## src/rtl/ex_stage_md.sv

```systemverilog
// Execute stage: operand forwarding, ALU, branch/JALR target, iterative RV-M mul/div, owns EX/MEM.
// Latency: ALU ops register 1 edge after presentation; mul/div registers XLEN+2 edges after presentation.
// Backpressure: stall_e holds the front end for XLEN+1 cycles per mul/div while EX/MEM takes bubbles.
module ex_stage_md #(
  parameter int XLEN       = 32,
  parameter int REG_ADDR_W = 5,
  parameter int MD_ENABLE  = 1
) (
  input  logic                  clk,
  input  logic                  reset_n,
  input  logic                  valid_e,
  input  logic                  flush_e,
  input  logic                  regwrite_e,
  input  logic                  memwrite_e,
  input  logic                  jump_e,
  input  logic                  jalr_e,
  input  logic                  branch_e,
  input  logic                  alu_src_e,
  input  logic                  md_en_e,
  input  logic [1:0]            result_src_e,
  input  logic [3:0]            alu_control_e,
  input  logic [2:0]            md_op_e,
  input  logic [2:0]            branch_control_e,
  input  logic [1:0]            fwd_a_sel_e,
  input  logic [1:0]            fwd_b_sel_e,
  input  logic [XLEN-1:0]       rs1_data_e,
  input  logic [XLEN-1:0]       rs2_data_e,
  input  logic [XLEN-1:0]       fwd_mem_data,
  input  logic [XLEN-1:0]       fwd_wb_data,
  input  logic [XLEN-1:0]       immediate_e,
  input  logic [XLEN-1:0]       pc_e,
  input  logic [XLEN-1:0]       pc_plus_4_e,
  input  logic [REG_ADDR_W-1:0] rd_e,
  output logic                  stall_e,
  output logic                  pc_src_e,
  output logic [XLEN-1:0]       pc_target_e,
  output logic                  zero_flag,
  output logic                  branch_flag,
  output logic                  ex_mem_valid,
  output logic                  ex_mem_regwrite,
  output logic                  ex_mem_memwrite,
  output logic [1:0]            ex_mem_result_src,
  output logic [XLEN-1:0]       ex_mem_alu_result,
  output logic [XLEN-1:0]       ex_mem_writedata,
  output logic [XLEN-1:0]       ex_mem_pc_plus_4,
  output logic [REG_ADDR_W-1:0] ex_mem_rd
);

  localparam int SHW = $clog2(XLEN);
  localparam int CW  = SHW + 1;

  typedef enum logic [1:0] {IDLE, BUSY, DONE} md_state_t;

  logic [XLEN-1:0] fwd_a, fwd_b, op_b, alu_result, jalr_sum, md_result;
  logic [SHW-1:0]  shamt;

  md_state_t       state;
  logic [CW-1:0]   cnt;
  logic [XLEN-1:0] acc_hi, acc_lo, opnd;
  logic [2:0]      md_op;
  logic            neg, div0;

  logic            md_en, md_go;
  logic            a_signed, b_signed, sa, sb, neg_n;
  logic [XLEN-1:0] mag_a, mag_b;
  logic [XLEN:0]   mul_sum, div_rs;
  logic            div_ge;
  logic [XLEN-1:0] div_rem;
  logic [2*XLEN-1:0] prod, prod_s;

  // Forwarding muxes for both source operands
  always_comb begin
    case (fwd_a_sel_e)
      2'b01:   fwd_a = fwd_mem_data;
      2'b10:   fwd_a = fwd_wb_data;
      default: fwd_a = rs1_data_e;
    endcase
    case (fwd_b_sel_e)
      2'b01:   fwd_b = fwd_mem_data;
      2'b10:   fwd_b = fwd_wb_data;
      default: fwd_b = rs2_data_e;
    endcase
  end

  assign op_b  = alu_src_e ? immediate_e : fwd_b;
  assign shamt = op_b[SHW-1:0];

  // Single-cycle ALU
  always_comb begin
    alu_result = '0;
    case (alu_control_e)
      4'd0:    alu_result = fwd_a + op_b;
      4'd1:    alu_result = fwd_a - op_b;
      4'd2:    alu_result = fwd_a & op_b;
      4'd3:    alu_result = fwd_a | op_b;
      4'd4:    alu_result = fwd_a ^ op_b;
      4'd5:    alu_result = fwd_a << shamt;
      4'd6:    alu_result = fwd_a >> shamt;
      4'd7:    alu_result = $unsigned($signed(fwd_a) >>> shamt);
      4'd8:    alu_result = XLEN'($signed(fwd_a) < $signed(op_b));
      4'd9:    alu_result = XLEN'(fwd_a < op_b);
      4'd10:   alu_result = op_b;
      default: alu_result = '0;
    endcase
  end

  assign zero_flag = (alu_result == '0);

  // Branch comparator always works on the register operands, never the immediate
  always_comb begin
    case (branch_control_e)
      3'd0:    branch_flag = (fwd_a == fwd_b);
      3'd1:    branch_flag = (fwd_a != fwd_b);
      3'd4:    branch_flag = ($signed(fwd_a) <  $signed(fwd_b));
      3'd5:    branch_flag = ($signed(fwd_a) >= $signed(fwd_b));
      3'd6:    branch_flag = (fwd_a <  fwd_b);
      3'd7:    branch_flag = (fwd_a >= fwd_b);
      default: branch_flag = 1'b0;
    endcase
  end

  assign jalr_sum    = fwd_a + immediate_e;
  assign pc_target_e = jalr_e ? (jalr_sum & {{(XLEN-1){1'b1}}, 1'b0}) : (pc_e + immediate_e);
  assign pc_src_e    = valid_e & ~flush_e & ~stall_e & (jump_e | (branch_e & branch_flag));

  // Mul/div start and stall generation
  assign md_en   = md_en_e & (MD_ENABLE != 0);
  assign md_go   = (state == IDLE) & valid_e & md_en & ~flush_e;
  assign stall_e = md_go | (state == BUSY);

  // Operand signedness and magnitudes; the unit works on magnitudes and fixes sign at the end
  assign a_signed = (md_op_e == 3'd1) | (md_op_e == 3'd2) | (md_op_e == 3'd4) | (md_op_e == 3'd6);
  assign b_signed = (md_op_e == 3'd1) | (md_op_e == 3'd4) | (md_op_e == 3'd6);
  assign sa       = a_signed & fwd_a[XLEN-1];
  assign sb       = b_signed & fwd_b[XLEN-1];
  assign mag_a    = sa ? -fwd_a : fwd_a;
  assign mag_b    = sb ? -fwd_b : fwd_b;
  // Remainder takes the dividend's sign; products and quotients take the XOR
  assign neg_n    = (md_op_e[2] & md_op_e[1]) ? sa : (sa ^ sb);

  // One shift-add step and one restoring-subtract step
  assign mul_sum = {1'b0, acc_hi} + (acc_lo[0] ? {1'b0, opnd} : '0);
  assign div_rs  = {acc_hi, acc_lo[XLEN-1]};
  assign div_ge  = (div_rs >= {1'b0, opnd});
  assign div_rem = XLEN'(div_rs - {1'b0, opnd});

  assign prod   = {acc_hi, acc_lo};
  assign prod_s = neg ? -prod : prod;

  // Final result selection with divide-by-zero quotient forced to all-ones
  always_comb begin
    case (md_op)
      3'd0:             md_result = prod_s[XLEN-1:0];
      3'd1, 3'd2, 3'd3: md_result = prod_s[2*XLEN-1:XLEN];
      3'd4, 3'd5:       md_result = div0 ? '1 : (neg ? -acc_lo : acc_lo);
      default:          md_result = neg ? -acc_hi : acc_hi;
    endcase
  end

  // Mul/div sequencer: latch in IDLE, XLEN iterations in BUSY, hand off result in DONE
  always_ff @(posedge clk or negedge reset_n) begin
    if (!reset_n) begin
      state  <= IDLE;
      cnt    <= '0;
      acc_hi <= '0;
      acc_lo <= '0;
      opnd   <= '0;
      md_op  <= '0;
      neg    <= 1'b0;
      div0   <= 1'b0;
    end else begin
      case (state)
        IDLE: begin
          if (md_go) begin
            md_op  <= md_op_e;
            neg    <= neg_n;
            div0   <= (fwd_b == '0);
            acc_hi <= '0;
            cnt    <= '0;
            acc_lo <= md_op_e[2] ? mag_a : mag_b;
            opnd   <= md_op_e[2] ? mag_b : mag_a;
            state  <= BUSY;
          end
        end
        BUSY: begin
          if (flush_e) begin
            state <= IDLE;
          end else begin
            if (md_op[2]) begin
              acc_hi <= div_ge ? div_rem : div_rs[XLEN-1:0];
              acc_lo <= {acc_lo[XLEN-2:0], div_ge};
            end else begin
              {acc_hi, acc_lo} <= {mul_sum, acc_lo[XLEN-1:1]};
            end
            cnt <= cnt + 1'b1;
            if (cnt == CW'(XLEN - 1)) state <= DONE;
          end
        end
        DONE:    state <= IDLE;
        default: state <= IDLE;
      endcase
    end
  end

  // EX/MEM register: bubble on stall or flush, otherwise capture ALU or mul/div result
  always_ff @(posedge clk or negedge reset_n) begin
    if (!reset_n) begin
      ex_mem_valid      <= 1'b0;
      ex_mem_regwrite   <= 1'b0;
      ex_mem_memwrite   <= 1'b0;
      ex_mem_result_src <= '0;
      ex_mem_alu_result <= '0;
      ex_mem_writedata  <= '0;
      ex_mem_pc_plus_4  <= '0;
      ex_mem_rd         <= '0;
    end else if (stall_e || flush_e) begin
      ex_mem_valid    <= 1'b0;
      ex_mem_regwrite <= 1'b0;
      ex_mem_memwrite <= 1'b0;
    end else begin
      ex_mem_valid      <= valid_e;
      ex_mem_regwrite   <= regwrite_e & valid_e;
      ex_mem_memwrite   <= memwrite_e & valid_e;
      ex_mem_result_src <= result_src_e;
      ex_mem_alu_result <= (state == DONE) ? md_result : alu_result;
      ex_mem_writedata  <= fwd_b;
      ex_mem_pc_plus_4  <= pc_plus_4_e;
      ex_mem_rd         <= rd_e;
    end
  end

endmodule
```

## config.mk

```make
export PLATFORM = sky130hd
export DESIGN_NAME = ex_stage_md
export DESIGN_NICKNAME = d
export VERILOG_FILES = /design/src/rtl/ex_stage_md.sv
export SDC_FILE = /design/constraint.sdc
export NUM_CORES = 2
export LEC_CHECK = 0
export ABC_AREA = 1
export CAP_MARGIN = 10
export CELL_PAD_IN_SITES_DETAIL_PLACEMENT = 0
export CELL_PAD_IN_SITES_GLOBAL_PLACEMENT = 1
export CORE_AREA = 5 5 345 347
export CTS_CLUSTER_DIAMETER = 30
export DETAILED_ROUTE_END_ITERATION = 7
export DIE_AREA = 0 0 350 352
export HOLD_SLACK_MARGIN = 0.1
export PLACE_DENSITY = 0.71
export SYNTH_ARGS = -nofsm -noshare
export SYNTH_HDL_FRONTEND = slang
export SYNTH_SLANG_ARGS = --single-unit
```

## constraint.sdc

```tcl
create_clock -name clk -period 9.3 [get_ports clk]
set_input_delay 2.79 -clock clk [delete_from_list [all_inputs] [get_ports clk]]
set_output_delay 2.79 -clock clk [all_outputs]
set_load 0.005 [all_outputs]
```

Word-level counts from Yosys, hierarchy flattened --
Index checks and enable logic that the tools add are counted.
Cells by class: $add $sub $neg 12, $mul 0, divide/modulo/power cells 0, $lt $le $gt $ge 7, eq/ne operators 36, shifts and indexed selects 3, muxes and demuxes 37, bitwise operators 25, reduce and logical (&&, ||, !) cells 13
Operator list (count):
- 32-bit two-way mux | 18
- 32-bit one-hot mux with 11 select lines | 1
- 32-bit one-hot mux with 2 select lines | 4
- 32-bit less-than comparator | 4
- 32-bit negator | 4
- 32-bit adder | 3
- 32-bit one-hot mux with 3 select lines | 1
- 32-bit >= comparator | 2
- 32-bit logical NOT | 2
- 64-bit two-way mux | 1
- 64-bit negator | 1
- 32-bit subtractor | 2
- 32-bit by 32-bit adder with 33-bit output | 1
- 33-bit by 32-bit >= comparator with 1-bit output | 1
- 32-bit AND | 1
- 32-bit == test | 1
- 32-bit inequality test | 1
- 32-bit OR | 1
- 32-bit by 5-bit left shift with 32-bit output | 1
- 32-bit by 5-bit >> shifter with 32-bit output | 1
- 32-bit by 5-bit >>> shifter with 32-bit output | 1
- 32-bit XOR | 1
- 3-bit == test, second input constant | 8
- 4-bit by 3-bit == test with 1-bit output, second input constant | 4
- other kinds (30) | 68
Storage, ports and cells: register bits 215, latch bits 0, memory bits (writable) 0, memory bits (read-only) 0, output and inout bits 142, word-level logic and storage cells 149, memories kept 0

Logic depth before layout (Yosys ltp) --
word-level depth 9, gate-level depth with buffers 32, gate-level depth less buffers 31

Least setup slack after synthesis --
Ideal clock, no wire load.
path type input-to-output, start in fwd_b_sel_e[0], end out zero_flag, arrival 6.133 ns, setup slack 0.377 ns, stages on the path 31, cell sequence inv_1 ha_1 inv_4 buf_6 buf_12 buf_12 nand3_1 o21ai_4 nand2_1 o21ai_0 inv_1 ha_1 clkbuf_1 nand2_1 nor2_1 inv_1 o21ai_0 inv_1 nand2_1 nand2_1 nand2_1 nand2_1 nand2_1 nor2_1 nor2_1 nand2_1 nor2_1 nand2_1 nor2_1 nand3_1 nor2_1
On the way: cells in the longest elaborated chain, start to end 6, elaborated cells on any way between the ends 16, classes of those cells add/sub: 2; order compare: 2; eq/ne: 2; shift: 3; mux: 3; bitwise: 3; reduce/logical: 1
RTL lines:
- start, declared | RTL line 25 | input logic [1:0] fwd_b_sel_e,
- 2-bit == test / 2-bit by 1-bit == test with 1-bit output (equally long branches) | RTL line 78 | case (fwd_b_sel_e)
- 32-bit one-hot mux with 2 select lines * | RTL line 78
- 32-bit two-way mux * | RTL line 85 | assign op_b = alu_src_e ? immediate_e : fwd_b;
- 32-bit subtractor (tied with other cells) | RTL line 93 | 4'd1: alu_result = fwd_a - op_b;
- 32-bit one-hot mux with 11 select lines * | RTL line 91 | case (alu_control_e)
- 32-bit logical NOT * | RTL line 107 | assign zero_flag = (alu_result == '0);
- end, declared | RTL line 37 | output logic zero_flag,
Every way passes the cells marked *; elsewhere a longest branch is shown, timed or not.

Worst setup path after layout --
start in fwd_a_sel_e[1], end out zero_flag
On the way: cells in the longest elaborated chain, start to end 5, elaborated cells on any way between the ends 15, classes of those cells add/sub: 2; order compare: 2; eq/ne: 2; shift: 3; mux: 2; bitwise: 3; reduce/logical: 1
RTL lines:
- start, declared | RTL line 24 | input logic [1:0] fwd_a_sel_e,
- 2-bit == test / 2-bit by 1-bit == test with 1-bit output (equally long branches) | RTL line 73 | case (fwd_a_sel_e)
- 32-bit one-hot mux with 2 select lines * | RTL line 73
- 32-bit subtractor (tied with other cells) | RTL line 93
- 32-bit one-hot mux with 11 select lines * | RTL line 91
- 32-bit logical NOT * | RTL line 107
Marked as above.

==> impl_metrics.ini <==
[outcome]
status = complete, but fails checks
violations = setup timing

[min_path]
hold_class = flop to flop
hold_depth = 2

[setup_path]
cpMaxStageDelayCell = ha_4
critPathKind = input pin to output port
cp-end-kind = output port
slowest_delay_ns = 0.41
critPathLaunchType = input pin
cp_data_required_time_ns = 6.51
path_common_cell = nand2_1
crit_arrival_ns = 6.60
rr_worst_depth = 15
cp_max_fo = 8

[global_route]
grt_pass1_wl_um = 312000
grt_max_degree = 137
antenna_found_initial = 11
grtUsageTotal_pct = 34.0
overflow = 0
grt_pass1_vias = 46000

[synth]
synth_edf_count = 0
syn_area_mm2 = 0.0343
synth_top_area_share_pct = 18.0
ys_seq_elements = 215
syn_nets = 6479
yosysTopAreaCell = nand2_1
synthTopCellsByArea = nand2_1 (18%), dfrtp_1 (16%), nand3_1 (10%)
ys.flop_type = dfrtp_1
ys_warn_count = 0
ys_async_sr_fraction_pct = 100
synth_area_per_cell_um2 = 5.76
seq_area_frac_synth_pct = 15.7
syn-instance-count = 5947
netlist-cell-type-count = 67

[power_and_ir_drop]
p_per_area_mw_per_mm2 = 216
leakage_nw = 25.0
ir_drop_v = 0.000157

[routing]
drt-total-wl_um = 221000
vias_per_cell = 5.48
wl_per_cell_um = 25.2
vias = 48000
ant_nets = 0
first_iter_violations = 4770
drc_errors = 0
drt_pass1_iterations = 8

[placed_design]
pre_cts_slack_ns = -1.73
portBuffers = 397
routabilityCongestion = 1.05
dp_hpwl_um = 181000

[floorplan]
core_area_mm2 = 0.116
die-height_um = 352
dieArea_mm2 = 0.123
start_util_pct = 29.7
ioPinCount = 398
rows = 125
die_w_um = 350

[clock_network]
cts.sinks = 215
path_clk_slew_ns = 0.05
insertion_delay_ns = 0.65
cts.htree.levels = 2
cts_tree = yes
root_buffer = clkbuf_16
numCtsBuffers = 52
cts_buffer_depth = 3

[cells_and_area]
nFillCells = 12300
layout-drive-gt1-share_pct = 23.4
nets = 7709
syn_to_final_growth_pct = 50.0
fin_util_pct = 44.5

[sta]
fin_worst_skew_ns = 0.0773
setup_viol = 1
min_period_ns = 9.39
fmax_ghz = 0.107
hold_ws_ns = 0.474
finalCritPeriodShare_pct = 101
worstMarginPinSlew_ns = 1.04
rsz0062_at_grt = true
report.final.slew_viol_count = 0
final_hold_viol_count = 0
setup_slack_ns = -0.0855
relSlewSlack_pct = 30.7

[run]
maxCapViolations = 0
==> power breakdown <==
part | leakage [nW] | switching (mW) | total [mW] | internal, mW
logic | 21.4 | 4.72 | 7.52 | 2.80
registers | 2.67 | 0.431 | 1.61 | 1.18
clock network | 0.914 | 0.692 | 1.97 | 1.28
total | 25.0 | 5.85 | 11.1 | 5.25
==> final cells by class <==
type | count | area, µm² | area share, %
antenna | 6 | 15.0 | 0.0292
clock buffer | 58 | 1370 | 2.67
clock inverter | 40 | 515 | 1.00
inverter | 640 | 2450 | 4.77
multi-input combinational | 4848 | 27600 | 53.7
sequential | 215 | 5380 | 10.5
tap | 1524 | 1910 | 3.71
timing repair buffer | 1419 | 12100 | 23.6
timing repair inverter | 1 | 7.51 | 0.0146
==> registers in the layout (all words and copies together) (netlist names), 2 cells and up <==
register           cells
ex_mem_writedata      32
md_op                  3
cnt                    6
ex_mem_pc_plus_4      32
ex_mem_result_src      2
ex_mem_alu_result     32
state                  2
opnd                  32
ex_mem_rd              5
acc_hi                32
acc_lo                32
==> Yosys cell counts, drive strengths merged (2+ instances only) <==
cell type / count
nand4: 103
o221a: 2
a2bb2oi: 8
clkinv: 7
xor2: 97
a211oi: 13
o21bai: 17
nand3b: 11
o221ai: 35
o21a: 22
o311ai: 3
nand3: 722
nor3: 68
a22oi: 29
fa: 6
inv: 633
nor3b: 3
or2: 34
a21boi: 11
nor2: 547
nor4: 22
a31oi: 38
o21ai: 539
and2: 6
a221oi: 19
clkbuf: 157
o211ai: 31
ha: 270
nand2: 1652
a21o: 25
xnor2: 15
dfrtp: 215
o31ai: 11
o22ai: 24
o2111ai: 7
buf: 87
a21oi: 450
==> worst max-delay path: cells and delay by family <==
family / cells / cell delay [ns]
adders and majority gates: 2 / 0.70
and+or+nand+nor: 15 / 1.29
AOI/OAI and AO/OA: 2 / 0.28
buffers and inverters: 12 / 1.50
==> per-layer routing <==
layer	vias to the layer above	track usage [%]	routed length [µm]
met5	-	0	27
met3	611	4.46	16300
met1	22500	41.0	84900
met4	4	22.6	18500
met2	2320	56.6	101000
li1	22500	-	-
==> stage by stage <==
step / setup TNS [ns] / area, µm² / cells / power (mW)
floorplan: 0 / 34300 / 5947 / 5.09
global placement: -20.62 / 46400 / 8562 / 8.47
detailed placement: -20.71 / 46400 / 8562 / 8.46
CTS: -0.284 / 49800 / 8702 / 10.7
global route: -0.704 / 51400 / 8749 / 11.7
finish: -0.0855 / 51400 / 8751 / 11.1
==> cell usage in the layout (no fill, tap or decap), types with 13 or more instances in the layout <==
master	instances
a21o_1	25
a21oi_1	393
a21oi_2	44
a21oi_4	13
a221oi_1	17
a22oi_1	29
a31oi_1	34
buf_12	22
buf_4	954
buf_6	43
clkbuf_16	53
clkdlybuf4s50_1	363
dfrtp_1	213
ha_1	228
ha_4	36
inv_1	565
inv_2	56
nand2_1	1564
nand2_2	71
nand2_4	15
nand3_1	685
nand3_2	29
nand4_1	103
nor2_1	452
nor2_2	65
nor2_4	30
nor3_1	57
nor4_1	20
o211ai_1	31
o21a_1	20
o21ai_0	380
o21ai_1	74
o21ai_2	54
o21ai_4	31
o21bai_1	14
o221ai_1	35
o22ai_1	24
or2_2	28
xnor2_1	15
xor2_1	92
==> cells by family after synthesis <==
| logic type | after synthesis | synth area share, % |
|---|---|---|
| buf+inv | 884 | 10.3 |
| fa+ha+maj | 276 | 10.2 |
| simple gates | 3170 | 39.2 |
| xor+xnor | 112 | 2.86 |
| flops | 215 | 15.7 |
| compound gates | 1290 | 21.7 |
==> worst paths after layout <==
| kind | slack, ns | start | to |
|---|---|---|---|
| min | 0.47 | ex_mem_pc_plus_4[2]$_DFFE_PN0P_ | ex_mem_pc_plus_4[2]$_DFFE_PN0P_ |
| min in group asynchronous | 2.13 | reset_n | acc_hi[16]$_DFFE_PN0P_ |
| max in group asynchronous | 5.75 | reset_n | ex_mem_alu_result[3]$_DFFE_PN0P_ |
| max reg2reg | 4.67 | acc_hi[1]$_DFFE_PN0P_ | acc_hi[6]$_DFFE_PN0P_ |
| max | -0.09 | fwd_a_sel_e[1] | zero_flag |
| min reg2reg | 0.47 | ex_mem_pc_plus_4[2]$_DFFE_PN0P_ | ex_mem_pc_plus_4[2]$_DFFE_PN0P_ |
==> what timing repair did <==
action | 4_1_cts | 5_1_grt
hold endpoints to repair | 0 | 0
gates cloned | 2 | 1
pin swaps | 62 | 151
buffers inserted | 42 | 45
setup endpoints to repair | 30 | 27
hold buffers | 0 | 0
resized for setup | 377 | 382
Power figures use the tool's default switching activity.
